## src/rtl/hazard_pkg.sv

```systemverilog
// Shared definitions for the pipeline hazard controller.
package hazard_pkg;

    // ResultSrcE encoding that marks a load in Execute
    localparam logic [2:0] RESULT_SRC_LOAD = 3'b001;

    // Operand forwarding selects
    localparam logic [1:0] FWD_RF = 2'b00;
    localparam logic [1:0] FWD_W  = 2'b01;
    localparam logic [1:0] FWD_M  = 2'b10;

    // Data-memory handshake tracker states
    typedef enum logic [1:0] {
        MEM_IDLE = 2'b00,
        MEM_WAIT = 2'b01,
        MEM_ERR  = 2'b10
    } mem_state_t;

    // A destination register matches a source register; x0 never matches
    function automatic logic reg_hit(input logic [4:0] rd, input logic [4:0] rs);
        return (rd != 5'd0) && (rd == rs);
    endfunction

endpackage

```

## src/rtl/hazard_ctrl_if.sv

```systemverilog
// Pipeline <-> hazard controller signal bundle.
interface hazard_ctrl_if #(
    parameter int CNT_W = 16
);
    logic [4:0]       Rs1D, Rs2D;
    logic [4:0]       Rs1E, Rs2E, RdE;
    logic [4:0]       RdM, RdW;
    logic             RegWriteM, RegWriteW;
    logic [2:0]       ResultSrcE;
    logic             PCSrcE;
    logic             MemReqM, MemAckM;
    logic [1:0]       ForwardAE, ForwardBE;
    logic             StallF, StallD, StallE, StallM;
    logic             FlushD, FlushE, FlushW;
    logic             MemErr;
    logic [CNT_W-1:0] StallCnt;

    // Hazard controller side
    modport slave (
        input  Rs1D, Rs2D, Rs1E, Rs2E, RdE, RdM, RdW,
        input  RegWriteM, RegWriteW, ResultSrcE, PCSrcE, MemReqM, MemAckM,
        output ForwardAE, ForwardBE, StallF, StallD, StallE, StallM,
        output FlushD, FlushE, FlushW, MemErr, StallCnt
    );

    // Pipeline side
    modport master (
        output Rs1D, Rs2D, Rs1E, Rs2E, RdE, RdM, RdW,
        output RegWriteM, RegWriteW, ResultSrcE, PCSrcE, MemReqM, MemAckM,
        input  ForwardAE, ForwardBE, StallF, StallD, StallE, StallM,
        input  FlushD, FlushE, FlushW, MemErr, StallCnt
    );
endinterface

```

## src/rtl/forward_unit.sv

```systemverilog
// Operand forwarding select for one Execute source register.
module forward_unit
    import hazard_pkg::*;
(
    input  logic [4:0] rs_e_i,
    input  logic [4:0] rd_m_i,
    input  logic [4:0] rd_w_i,
    input  logic       reg_write_m_i,
    input  logic       reg_write_w_i,
    output logic [1:0] fwd_sel_o
);

    // Memory stage holds the newer value, so it wins over Writeback
    always_comb begin
        fwd_sel_o = FWD_RF;
        if (reg_write_m_i && reg_hit(rd_m_i, rs_e_i)) begin
            fwd_sel_o = FWD_M;
        end else if (reg_write_w_i && reg_hit(rd_w_i, rs_e_i)) begin
            fwd_sel_o = FWD_W;
        end else begin
            fwd_sel_o = FWD_RF;
        end
    end

endmodule

```

## src/rtl/hazard_ctrl.sv

```systemverilog
// Pipeline hazard controller: forwarding, load-use stall, branch flush and
// data-memory wait/timeout handling with a saturating stall counter.
module hazard_ctrl
    import hazard_pkg::*;
#(
    parameter int MEM_TIMEOUT = 15,   // consecutive unacknowledged cycles before error (>= 2)
    parameter int CNT_W       = 16
) (
    input  logic          CLK,
    input  logic          RST,
    hazard_ctrl_if.slave  hz
);

    localparam int              WCNT_W    = $clog2(MEM_TIMEOUT + 1);
    localparam logic [WCNT_W-1:0] WAIT_LAST = WCNT_W'(MEM_TIMEOUT - 1);

    mem_state_t        state_q, state_d;
    logic [WCNT_W-1:0] wcnt_q, wcnt_d, wcnt_inc;
    logic              mem_err_q;
    logic [CNT_W-1:0]  stall_cnt_q;
    logic              mem_stall, load_use, any_stall;
    logic              stall_f, stall_d, stall_e, stall_m;
    logic              flush_d, flush_e, flush_w;
    logic [1:0]        fwd_a, fwd_b;

    forward_unit u_fwd_a (
        .rs_e_i        (hz.Rs1E),
        .rd_m_i        (hz.RdM),
        .rd_w_i        (hz.RdW),
        .reg_write_m_i (hz.RegWriteM),
        .reg_write_w_i (hz.RegWriteW),
        .fwd_sel_o     (fwd_a)
    );

    forward_unit u_fwd_b (
        .rs_e_i        (hz.Rs2E),
        .rd_m_i        (hz.RdM),
        .rd_w_i        (hz.RdW),
        .reg_write_m_i (hz.RegWriteM),
        .reg_write_w_i (hz.RegWriteW),
        .fwd_sel_o     (fwd_b)
    );

    assign load_use = (hz.ResultSrcE == RESULT_SRC_LOAD) &&
                      (reg_hit(hz.RdE, hz.Rs1D) || reg_hit(hz.RdE, hz.Rs2D));
    assign wcnt_inc = wcnt_q + WCNT_W'(1);

    // Memory FSM next state; the IDLE miss cycle counts as the first miss,
    // so ERR is entered after MEM_TIMEOUT consecutive unacknowledged cycles
    always_comb begin
        state_d   = state_q;
        wcnt_d    = wcnt_q;
        mem_stall = 1'b0;
        case (state_q)
            MEM_IDLE: begin
                if (hz.MemReqM && !hz.MemAckM) begin
                    mem_stall = 1'b1;
                    state_d   = MEM_WAIT;
                    wcnt_d    = '0;
                end else begin
                    state_d   = MEM_IDLE;
                end
            end
            MEM_WAIT: begin
                if (hz.MemAckM) begin
                    state_d = MEM_IDLE;
                end else begin
                    mem_stall = 1'b1;
                    wcnt_d    = wcnt_inc;
                    if (wcnt_inc == WAIT_LAST) begin
                        state_d = MEM_ERR;
                    end else begin
                        state_d = MEM_WAIT;
                    end
                end
            end
            MEM_ERR: begin
                mem_stall = 1'b1;
                state_d   = MEM_ERR;
            end
            default: begin
                state_d = MEM_IDLE;
            end
        endcase
    end

    // Stall/flush outputs; a memory stall freezes everything and masks
    // branch and load-use effects so the frozen pipeline holds its contents
    always_comb begin
        stall_f = 1'b0;
        stall_d = 1'b0;
        stall_e = 1'b0;
        stall_m = 1'b0;
        flush_d = 1'b0;
        flush_e = 1'b0;
        flush_w = 1'b0;
        if (mem_stall) begin
            stall_f = 1'b1;
            stall_d = 1'b1;
            stall_e = 1'b1;
            stall_m = 1'b1;
            flush_w = 1'b1;
        end else begin
            stall_f = load_use;
            stall_d = load_use;
            flush_d = hz.PCSrcE;
            flush_e = hz.PCSrcE | load_use;
        end
    end

    assign any_stall = mem_stall | load_use;

    // State, wait counter, sticky error and saturating stall counter
    always_ff @(posedge CLK or posedge RST) begin
        if (RST) begin
            state_q     <= MEM_IDLE;
            wcnt_q      <= '0;
            mem_err_q   <= 1'b0;
            stall_cnt_q <= '0;
        end else begin
            state_q   <= state_d;
            wcnt_q    <= wcnt_d;
            mem_err_q <= mem_err_q | (state_d == MEM_ERR);
            if (any_stall && (stall_cnt_q != {CNT_W{1'b1}})) begin
                stall_cnt_q <= stall_cnt_q + CNT_W'(1);
            end else begin
                stall_cnt_q <= stall_cnt_q;
            end
        end
    end

    assign hz.ForwardAE = fwd_a;
    assign hz.ForwardBE = fwd_b;
    assign hz.StallF    = stall_f;
    assign hz.StallD    = stall_d;
    assign hz.StallE    = stall_e;
    assign hz.StallM    = stall_m;
    assign hz.FlushD    = flush_d;
    assign hz.FlushE    = flush_e;
    assign hz.FlushW    = flush_w;
    assign hz.MemErr    = mem_err_q;
    assign hz.StallCnt  = stall_cnt_q;

endmodule

```

## src/flat_wrapper.sv

```systemverilog
// flat-port wrapper written by rule: the top's interface ports become plain ports
module hazard_ctrl_flat import hazard_pkg::*;
#(
    parameter int MEM_TIMEOUT = 15,                                                           
    parameter int CNT_W       = 16
)
  (CLK, RST, hz_Rs1D, hz_Rs2D, hz_Rs1E, hz_Rs2E, hz_RdE, hz_RdM, hz_RdW, hz_RegWriteM, hz_RegWriteW, hz_ResultSrcE, hz_PCSrcE, hz_MemReqM, hz_MemAckM, hz_ForwardAE, hz_ForwardBE, hz_StallF, hz_StallD, hz_StallE, hz_StallM, hz_FlushD, hz_FlushE, hz_FlushW, hz_MemErr, hz_StallCnt);
  hazard_ctrl_if #(.CNT_W(CNT_W)) hz_i ();
  input  logic CLK;
  input  logic RST;
  input wire logic [$bits(hz_i.Rs1D)-1:0] hz_Rs1D;
  input wire logic [$bits(hz_i.Rs2D)-1:0] hz_Rs2D;
  input wire logic [$bits(hz_i.Rs1E)-1:0] hz_Rs1E;
  input wire logic [$bits(hz_i.Rs2E)-1:0] hz_Rs2E;
  input wire logic [$bits(hz_i.RdE)-1:0] hz_RdE;
  input wire logic [$bits(hz_i.RdM)-1:0] hz_RdM;
  input wire logic [$bits(hz_i.RdW)-1:0] hz_RdW;
  input wire logic [$bits(hz_i.RegWriteM)-1:0] hz_RegWriteM;
  input wire logic [$bits(hz_i.RegWriteW)-1:0] hz_RegWriteW;
  input wire logic [$bits(hz_i.ResultSrcE)-1:0] hz_ResultSrcE;
  input wire logic [$bits(hz_i.PCSrcE)-1:0] hz_PCSrcE;
  input wire logic [$bits(hz_i.MemReqM)-1:0] hz_MemReqM;
  input wire logic [$bits(hz_i.MemAckM)-1:0] hz_MemAckM;
  output wire logic [$bits(hz_i.ForwardAE)-1:0] hz_ForwardAE;
  output wire logic [$bits(hz_i.ForwardBE)-1:0] hz_ForwardBE;
  output wire logic [$bits(hz_i.StallF)-1:0] hz_StallF;
  output wire logic [$bits(hz_i.StallD)-1:0] hz_StallD;
  output wire logic [$bits(hz_i.StallE)-1:0] hz_StallE;
  output wire logic [$bits(hz_i.StallM)-1:0] hz_StallM;
  output wire logic [$bits(hz_i.FlushD)-1:0] hz_FlushD;
  output wire logic [$bits(hz_i.FlushE)-1:0] hz_FlushE;
  output wire logic [$bits(hz_i.FlushW)-1:0] hz_FlushW;
  output wire logic [$bits(hz_i.MemErr)-1:0] hz_MemErr;
  output wire logic [$bits(hz_i.StallCnt)-1:0] hz_StallCnt;
  assign hz_i.Rs1D = hz_Rs1D;
  assign hz_i.Rs2D = hz_Rs2D;
  assign hz_i.Rs1E = hz_Rs1E;
  assign hz_i.Rs2E = hz_Rs2E;
  assign hz_i.RdE = hz_RdE;
  assign hz_i.RdM = hz_RdM;
  assign hz_i.RdW = hz_RdW;
  assign hz_i.RegWriteM = hz_RegWriteM;
  assign hz_i.RegWriteW = hz_RegWriteW;
  assign hz_i.ResultSrcE = hz_ResultSrcE;
  assign hz_i.PCSrcE = hz_PCSrcE;
  assign hz_i.MemReqM = hz_MemReqM;
  assign hz_i.MemAckM = hz_MemAckM;
  assign hz_ForwardAE = hz_i.ForwardAE;
  assign hz_ForwardBE = hz_i.ForwardBE;
  assign hz_StallF = hz_i.StallF;
  assign hz_StallD = hz_i.StallD;
  assign hz_StallE = hz_i.StallE;
  assign hz_StallM = hz_i.StallM;
  assign hz_FlushD = hz_i.FlushD;
  assign hz_FlushE = hz_i.FlushE;
  assign hz_FlushW = hz_i.FlushW;
  assign hz_MemErr = hz_i.MemErr;
  assign hz_StallCnt = hz_i.StallCnt;
  hazard_ctrl #(.MEM_TIMEOUT(MEM_TIMEOUT), .CNT_W(CNT_W)) u_core (.CLK(CLK), .RST(RST), .hz(hz_i));
endmodule
```

## config.mk

```make
export PLATFORM = sky130hd
export DESIGN_NAME = hazard_ctrl_flat
export DESIGN_NICKNAME = d
export VERILOG_FILES = /design/src/rtl/hazard_pkg.sv /design/src/rtl/hazard_ctrl_if.sv /design/src/rtl/forward_unit.sv /design/src/rtl/hazard_ctrl.sv /design/src/flat_wrapper.sv
export SDC_FILE = /design/constraint.sdc
export NUM_CORES = 1
export LEC_CHECK = 0
export CORE_UTILIZATION = 40
export DETAILED_ROUTE_END_ITERATION = 12
export GPL_ROUTABILITY_DRIVEN = 0
export PLACE_DENSITY = 0.88
export SYNTH_ARGS = -nofsm -noshare
export SYNTH_HDL_FRONTEND = slang
export SYNTH_SLANG_ARGS = --single-unit
```

## constraint.sdc

```tcl
create_clock -name CLK -period 4.59 [get_ports CLK]
set_clock_uncertainty 0.05 [all_clocks]
set_input_delay 0.6885 -clock CLK [delete_from_list [all_inputs] [get_ports CLK]]
set_output_delay 0.6885 -clock CLK [all_outputs]
set_load 0.005 [all_outputs]
```

# --- After elaboration in Yosys (flattened, before gate mapping) ---
# Index checks and enable logic that the tools add are counted.
totals:
  register_bits: 23
  input_bits: 45
  out_inout_bits: 28
  word_cells: 62
op_classes:
  addsub: 2
  eq_ne: 14
  mux: 18
  bitwise_logic: 3
  n_reduce_logical: 21
op_table:
  columns: ["cell", "count"]
  rows:
  - ["equality test 5 bit", 6]
  - ["adder 16 x 1 -> 16 bit (second input constant)", 1]
  - ["inequality test 16 bit (second input constant)", 1]
  - ["nonzero test 5 bit", 3]
  - ["logical AND 1 bit", 13]
  - ["two-way mux 1 bit", 9]
  - ["two-way mux 2 bit", 4]
  - ["two-way mux 4 bit", 2]
  - ["case mux 4 bit (2 select lines)", 1]
  - ["case mux 2 bit (3 select lines)", 1]
  - ["adder 4 x 1 -> 4 bit (second input constant)", 1]
  - ["equality test 2 bit (second input constant)", 2]
  - ["equality test 4 bit (second input constant)", 1]
  - ["equality test 3 x 1 -> 1 bit (second input constant)", 1]
  - ["bitwise OR 1 bit", 3]
  - ["case mux 1 bit (3 select lines)", 1]
  - ["AND reduction 3 bit", 1]
  - ["equality test 2 x 1 -> 1 bit (second input constant)", 1]
  - ["logical NOT 2 bit", 1]
  - ["inequality test 2 x 1 -> 1 bit (second input constant)", 1]
  - ["inequality test 2 bit (second input constant)", 1]
  - ["nonzero test 2 bit", 1]
  - ["logical NOT 1 bit", 1]
  - ["logical OR 1 bit", 1]

# --- Depth between registers and ports, before layout ---
logic_depth:
  depth_word: 7
  depth_mapped: 8
  ltp_nobuf: 7

# --- Hierarchy ---
# A second synthesis with hierarchy kept.
unflattened:
  cells_unflattened: 186
  hier_area_um2: 1684.1
modules_own_cells:
  columns: ["mod", "n_inst", "cells_per_inst", "area_each_um2", "seq_area_each_um2"]
  rows:
  - ["hazard_ctrl", 1, 146, 1381.3, 575.6]
  - ["forward_unit", 2, 20, 151.4, 0.0]

# --- Worst setup path after synthesis ---
# Ideal clock, no wire load.
synth_timing:
  kind: "in2out"
  startpoint: "input hz_RdE[0]"
  endpoint: "output hz_StallF"
  t_arrival_ns: 1.997
  setup_slack_ns: 1.855
  cell_stages: 7
  path_buffers: 2
  path_cell_list: "or4_1 -> o211ai_2 -> inv_2 -> a21oi_4 -> buf_4 -> inv_1 -> buf_4"
synth_between:
  elab_chain_cells: 5
  elab_cells_between_ends: 8
synth_rtl:
  columns: ["element", "line", "rtl"]
  rows:
  - ["start: declaration", "flat_wrapper.sv:15", "input wire logic [$bits(hz_i.RdE)-1:0] hz_RdE;"]
  - ["equality test 5 bit / nonzero test 5 bit (equally long branches)", "hazard_pkg.sv:21", "return (rd != 5'd0) && (rd == rs);"]
  - ["logical AND 1 bit", "hazard_pkg.sv:21", null]
  - ["logical OR 1 bit *", "hazard_ctrl.sv:45", "(reg_hit(hz.RdE, hz.Rs1D) || reg_hit(hz.RdE, hz.Rs2D));"]
  - ["logical AND 1 bit *", "hazard_ctrl.sv:44", "assign load_use = (hz.ResultSrcE == RESULT_SRC_LOAD) &&"]
  - ["two-way mux 1 bit *", null, null]
  - ["end: declaration", "flat_wrapper.sv:26", "output wire logic [$bits(hz_i.StallF)-1:0] hz_StallF;"]
# Every way passes the cells marked *; elsewhere a longest branch is shown, timed or not.

# --- Final worst setup path ---
layout_timing:
  startpoint: "input hz_RdM[0]"
  endpoint: "output hz_ForwardAE[0]"
layout_between:
  elab_chain_cells: 4
  elab_cells_between_ends: 5
layout_rtl:
  columns: ["element", "line", "rtl"]
  rows:
  - ["start: declaration", "flat_wrapper.sv:16", "input wire logic [$bits(hz_i.RdM)-1:0] hz_RdM;"]
  - ["equality test 5 bit / nonzero test 5 bit (equally long branches)", "hazard_pkg.sv:21", null]
  - ["logical AND 1 bit *", "hazard_pkg.sv:21", null]
  - ["logical AND 1 bit *", "forward_unit.sv:16", "if (reg_write_m_i && reg_hit(rd_m_i, rs_e_i)) begin"]
  - ["two-way mux 2 bit *", "forward_unit.sv:16", null]
  - ["end: declaration", "flat_wrapper.sv:24", "output wire logic [$bits(hz_i.ForwardAE)-1:0] hz_ForwardAE;"]
# Marks and branches as above.

==> summary.md <==
| Metric | Value |
|---|---|
| Outcome | `finished clean` |
| Post-synthesis adder-cell area fraction | `under 10%` |
| Leakage | `~0.95 nW` |
| Unrepaired setup endpoints after global routing | `no` |
| Critical Path Sink Type | `output port` |
| P_int | `~0.00048 W` |
| Final setup fails | `0` |
| IO Port Bufs | `72` |
| Post-route ant nets | `0` |
| Drt drc | `0` |
| Hold path startpoint | `u_core.hz.MemErr` |
| Share of cells above drive strength 1 | `between 4 and 5%` |
| Initial core utilization | `between 40% and 50%` |
| Wire per inst | `~13 µm` |
| Total track usage | `19.1%` |
| Hold Path Cell Cnt | `1` |
| Worst Hold Class | `register to register` |
| Largest family of logic cells by synthesized area | `simple AND/OR/NAND/NOR gates` |
| Slew @ Worst Pin | `0.869 ns` |
| Register clock-pin slew on the reported worst setup and hold paths | `0.08 ns` |
| Critical path launch point type | `primary input` |
| Peak VDD IR | `about 0.00022 V` |
| Critical Path Max Stage Delay | `0.56 ns` |
| Compound-gate portion of the synthesized area | `under 10%` |
| Synth Area in XOR/XNOR | `a little over a fifth` |
| Reg power frac | `~44%` |
| CP required | `3.85 ns` |
| Placement Rows | `22` |
| Post-CTS Setup Inserts | `0` |
| Die width | `66.1 µm` |
| CTS tree | `yes` |
| TritonCTS Buffers | `3` |
| First-pass GRT wire length | `~6.4 mm` |
| Power share of the combinational group | `between 30% and 40%` |
| H-tree depth | `1` |
| FILL cells | `~320` |
| Die area | `~4400 µm²` |
| Routed WL | `approximately 3.8 mm` |
| Net count after synthesis | `230` |
| Final non-filler cell total | `around 300` |
| WHS Endpoint | `u_core.hz.MemErr` |
| Synthesized area | `between 1500 and 2000 µm²` |
| R2R cell count | `6` |
| DR vias/cell | `about 5` |
| CTS max path bufs | `2` |
| Max cap viols | `0` |
| EDFF count, synth | `0` |
| Cts repair resizes | `0` |
| Maximum clock frequency | `270 MHz` |
| Post-synthesis mux area share | `between 2 and 3%` |
| Bufs and invs on worst path | `2` |
| Crit path max-delay family | `buffers and inverters` |
| Nets | `roughly 300` |
| CP arrival | `~3.0 ns` |
| Via count | `approximately 1.5k` |
| Sw Share | `approximately a third` |
| Cell variety after synth | `43` |
| R2R Setup Slk | `approximately 2.2 ns` |
| CTS Root Cell | `clkbuf_8` |
| Final hold violations | `0` |
| Clock power frac | `about 18%` |
| Critical path, cell by cell | `clkdlybuf4s50_1, or4_1, o21ai_0, nor4_1, nor4_1, clkdlybuf4s50_1` |
| TritonRoute pass-1 iters | `4` |
| Max-slew violations | `0` |
| # clock sinks | `23` |
| Setup TNS | `0 ns` |
| CTS Hold Buffers Added | `0` |
| FFs w/ async S/R, synth | `100%` |
| Post-Syn Instances | `about 180` |
| Ys Warns | `0` |
| 1st-iter DRT viols | `between 80 and 90` |
| GRT overflow | `0` |
| Cell Pwr Density | `just under 300 nW/µm²` |
| Worst r2r dst | `u_core.hz.StallCnt[1]` |
| CORE AREA | `approximately 3800 µm²` |
| Placed Instances | `between 200 and 300` |
| Net Sw Power | `0.000231 W` |
| Initial antenna violation count | `0` |
| R2R Path Start | `u_core.hz.StallCnt[0]` |
| IO Pins | `73` |
| Antenna Cells | `0` |
| CP max-delay cell | `clkdlybuf4s50_1` |
| Syn Area/Cell | `9.02 µm²` |
| Tot Pwr | `roughly 0.00071 W` |
| Vias in the first global route | `roughly 1.5k` |
| Layout area overhead | `48.2%` |
| Tmin final | `about 3.7 ns` |
| Critical Path Fanout Max | `3` |
| Ys flop type | `dfrtp_1` |
| Latest clock arrival within the worst-skew pair | `0.26 ns` |
| Sequential fraction of the synthesis area | `roughly a third` |
| Largest net degree at the start of global routing | `24` |
| #FFs+latches synth | `23` |
| DIE HEIGHT | `between 60 and 70 µm` |
| Crit Path Class | `primary input to output port` |
| Simple-gate portion of the synthesized area | `between 20 and 30%` |
| Crit share post-route | `80.8%` |
| HPWL Detailed | `3.14 mm` |
| Slew margin rel. | `42.0%` |
[worst max-delay path by stage]
stage / from / to / depth (start not counted)
final: hz_RdM[0] / hz_ForwardAE[0] / 6
after global routing: hz_RdM[0] / hz_ForwardAE[0] / 6
after CTS: hz_RdM[0] / hz_ForwardBE[0] / 6
after detailed placement: hz_RdM[0] / hz_ForwardBE[0] / 6
after global placement: hz_RdM[1] / hz_ForwardBE[0] / 6
after floorplan: hz_RdE[0] / hz_StallF / 7
[power by group through the flow]
stage	sequential, W	combinational (W)	clock [W]
finish	0.000313	0.000271	0.000126
global route	0.000321	0.000299	0.000138
CTS	0.000313	0.000274	0.000130
detailed placement	0.000316	0.000272	0
global placement	0.000313	0.000266	0
floorplan	0.000304	0.000124	0
[cell usage in the layout, fill, tap and decap left out, types with 2 or more instances in the layout]
cell	instances
o21ai_0	7
ha_1	3
xor2_1	21
nand2_1	19
nand3_1	10
and2_1	2
inv_1	5
nand4_1	2
nor3_1	12
xnor2_1	18
clkdlybuf4s50_1	72
a22o_1	2
mux2_1	3
nand2b_1	4
nor2_1	10
or2_2	2
and3_1	2
or4_1	5
clkbuf_8	3
nor4_1	5
dfrtp_1	23
[synth_stat cells, drive strengths merged, types with 5 or more instances]
master  instances  share of area [%]
or4             5                2.3
nand3          10                3.0
nand2          19                4.3
xor2           21                 11
inv             6                1.4
nor3           12                3.7
o21ai           8                2.4
xnor2          18                9.6
buf             5                2.1
dfrtp          23                 35
nor4            5                1.9
nor2           11                2.7
[area by class of cell]
| cell class | instances | area [µm²] | share of cell area (%) |
|---|---|---|---|
| clock buffers | 3 | 41.3 | 1.70 |
| clock inverters | 1 | 5.00 | 0.206 |
| inverters | 6 | 22.5 | 0.925 |
| multi-input cells | 148 | 1010 | 41.4 |
| flip-flops and latches | 23 | 576 | 23.7 |
| well taps | 48 | 60.1 | 2.47 |
| repair buffers | 72 | 721 | 29.6 |
[flip-flops by register name, indices dropped and copies added, names as in the netlist]
register	flops
u_core.state_q	2
u_core.hz.StallCnt	16
u_core.hz.MemErr	1
u_core.wcnt_q	4
[stage by stage]
stage               util, %  hold WS (ns)  cell area [µm²]  setup slack, ns
global route           64.1         0.470             2430            0.770
floorplan                 -         0.413             1640             1.85
CTS                    64.1         0.437             2430            0.916
detailed placement     62.8         0.417             2390            0.903
global placement       62.8         0.411             2390            0.996
finish                 64.1         0.434             2430            0.882
[cells by family (layout without fill, tap and decap cells)]
| group | count (synthesis) | after routing |
|---|---|---|
| AO/OA/AOI/OAI | 21 | 21 |
| adder cells (fa/ha/maj) | 3 | 3 |
| XOR/XNOR | 39 | 39 |
| buffers and inverters | 11 | 82 |
| flip-flops | 23 | 23 |
| AND/OR/NAND/NOR | 81 | 81 |
| multiplexers | 4 | 4 |
[metal layers]
layer  routed length, µm  vias to the layer above  part of all wire (%)  global-route usage (%)
met5                   0                        -                     0                       0
met4                  34                        0                  0.89                    6.38
met3                 297                        2                   7.7                    4.31
met2                1870                       60                    49                    33.2
met1                1630                      700                    43                    23.0
li1                    -                      787                     -                       -
Note: power is estimated with default switching activity, not from simulation.
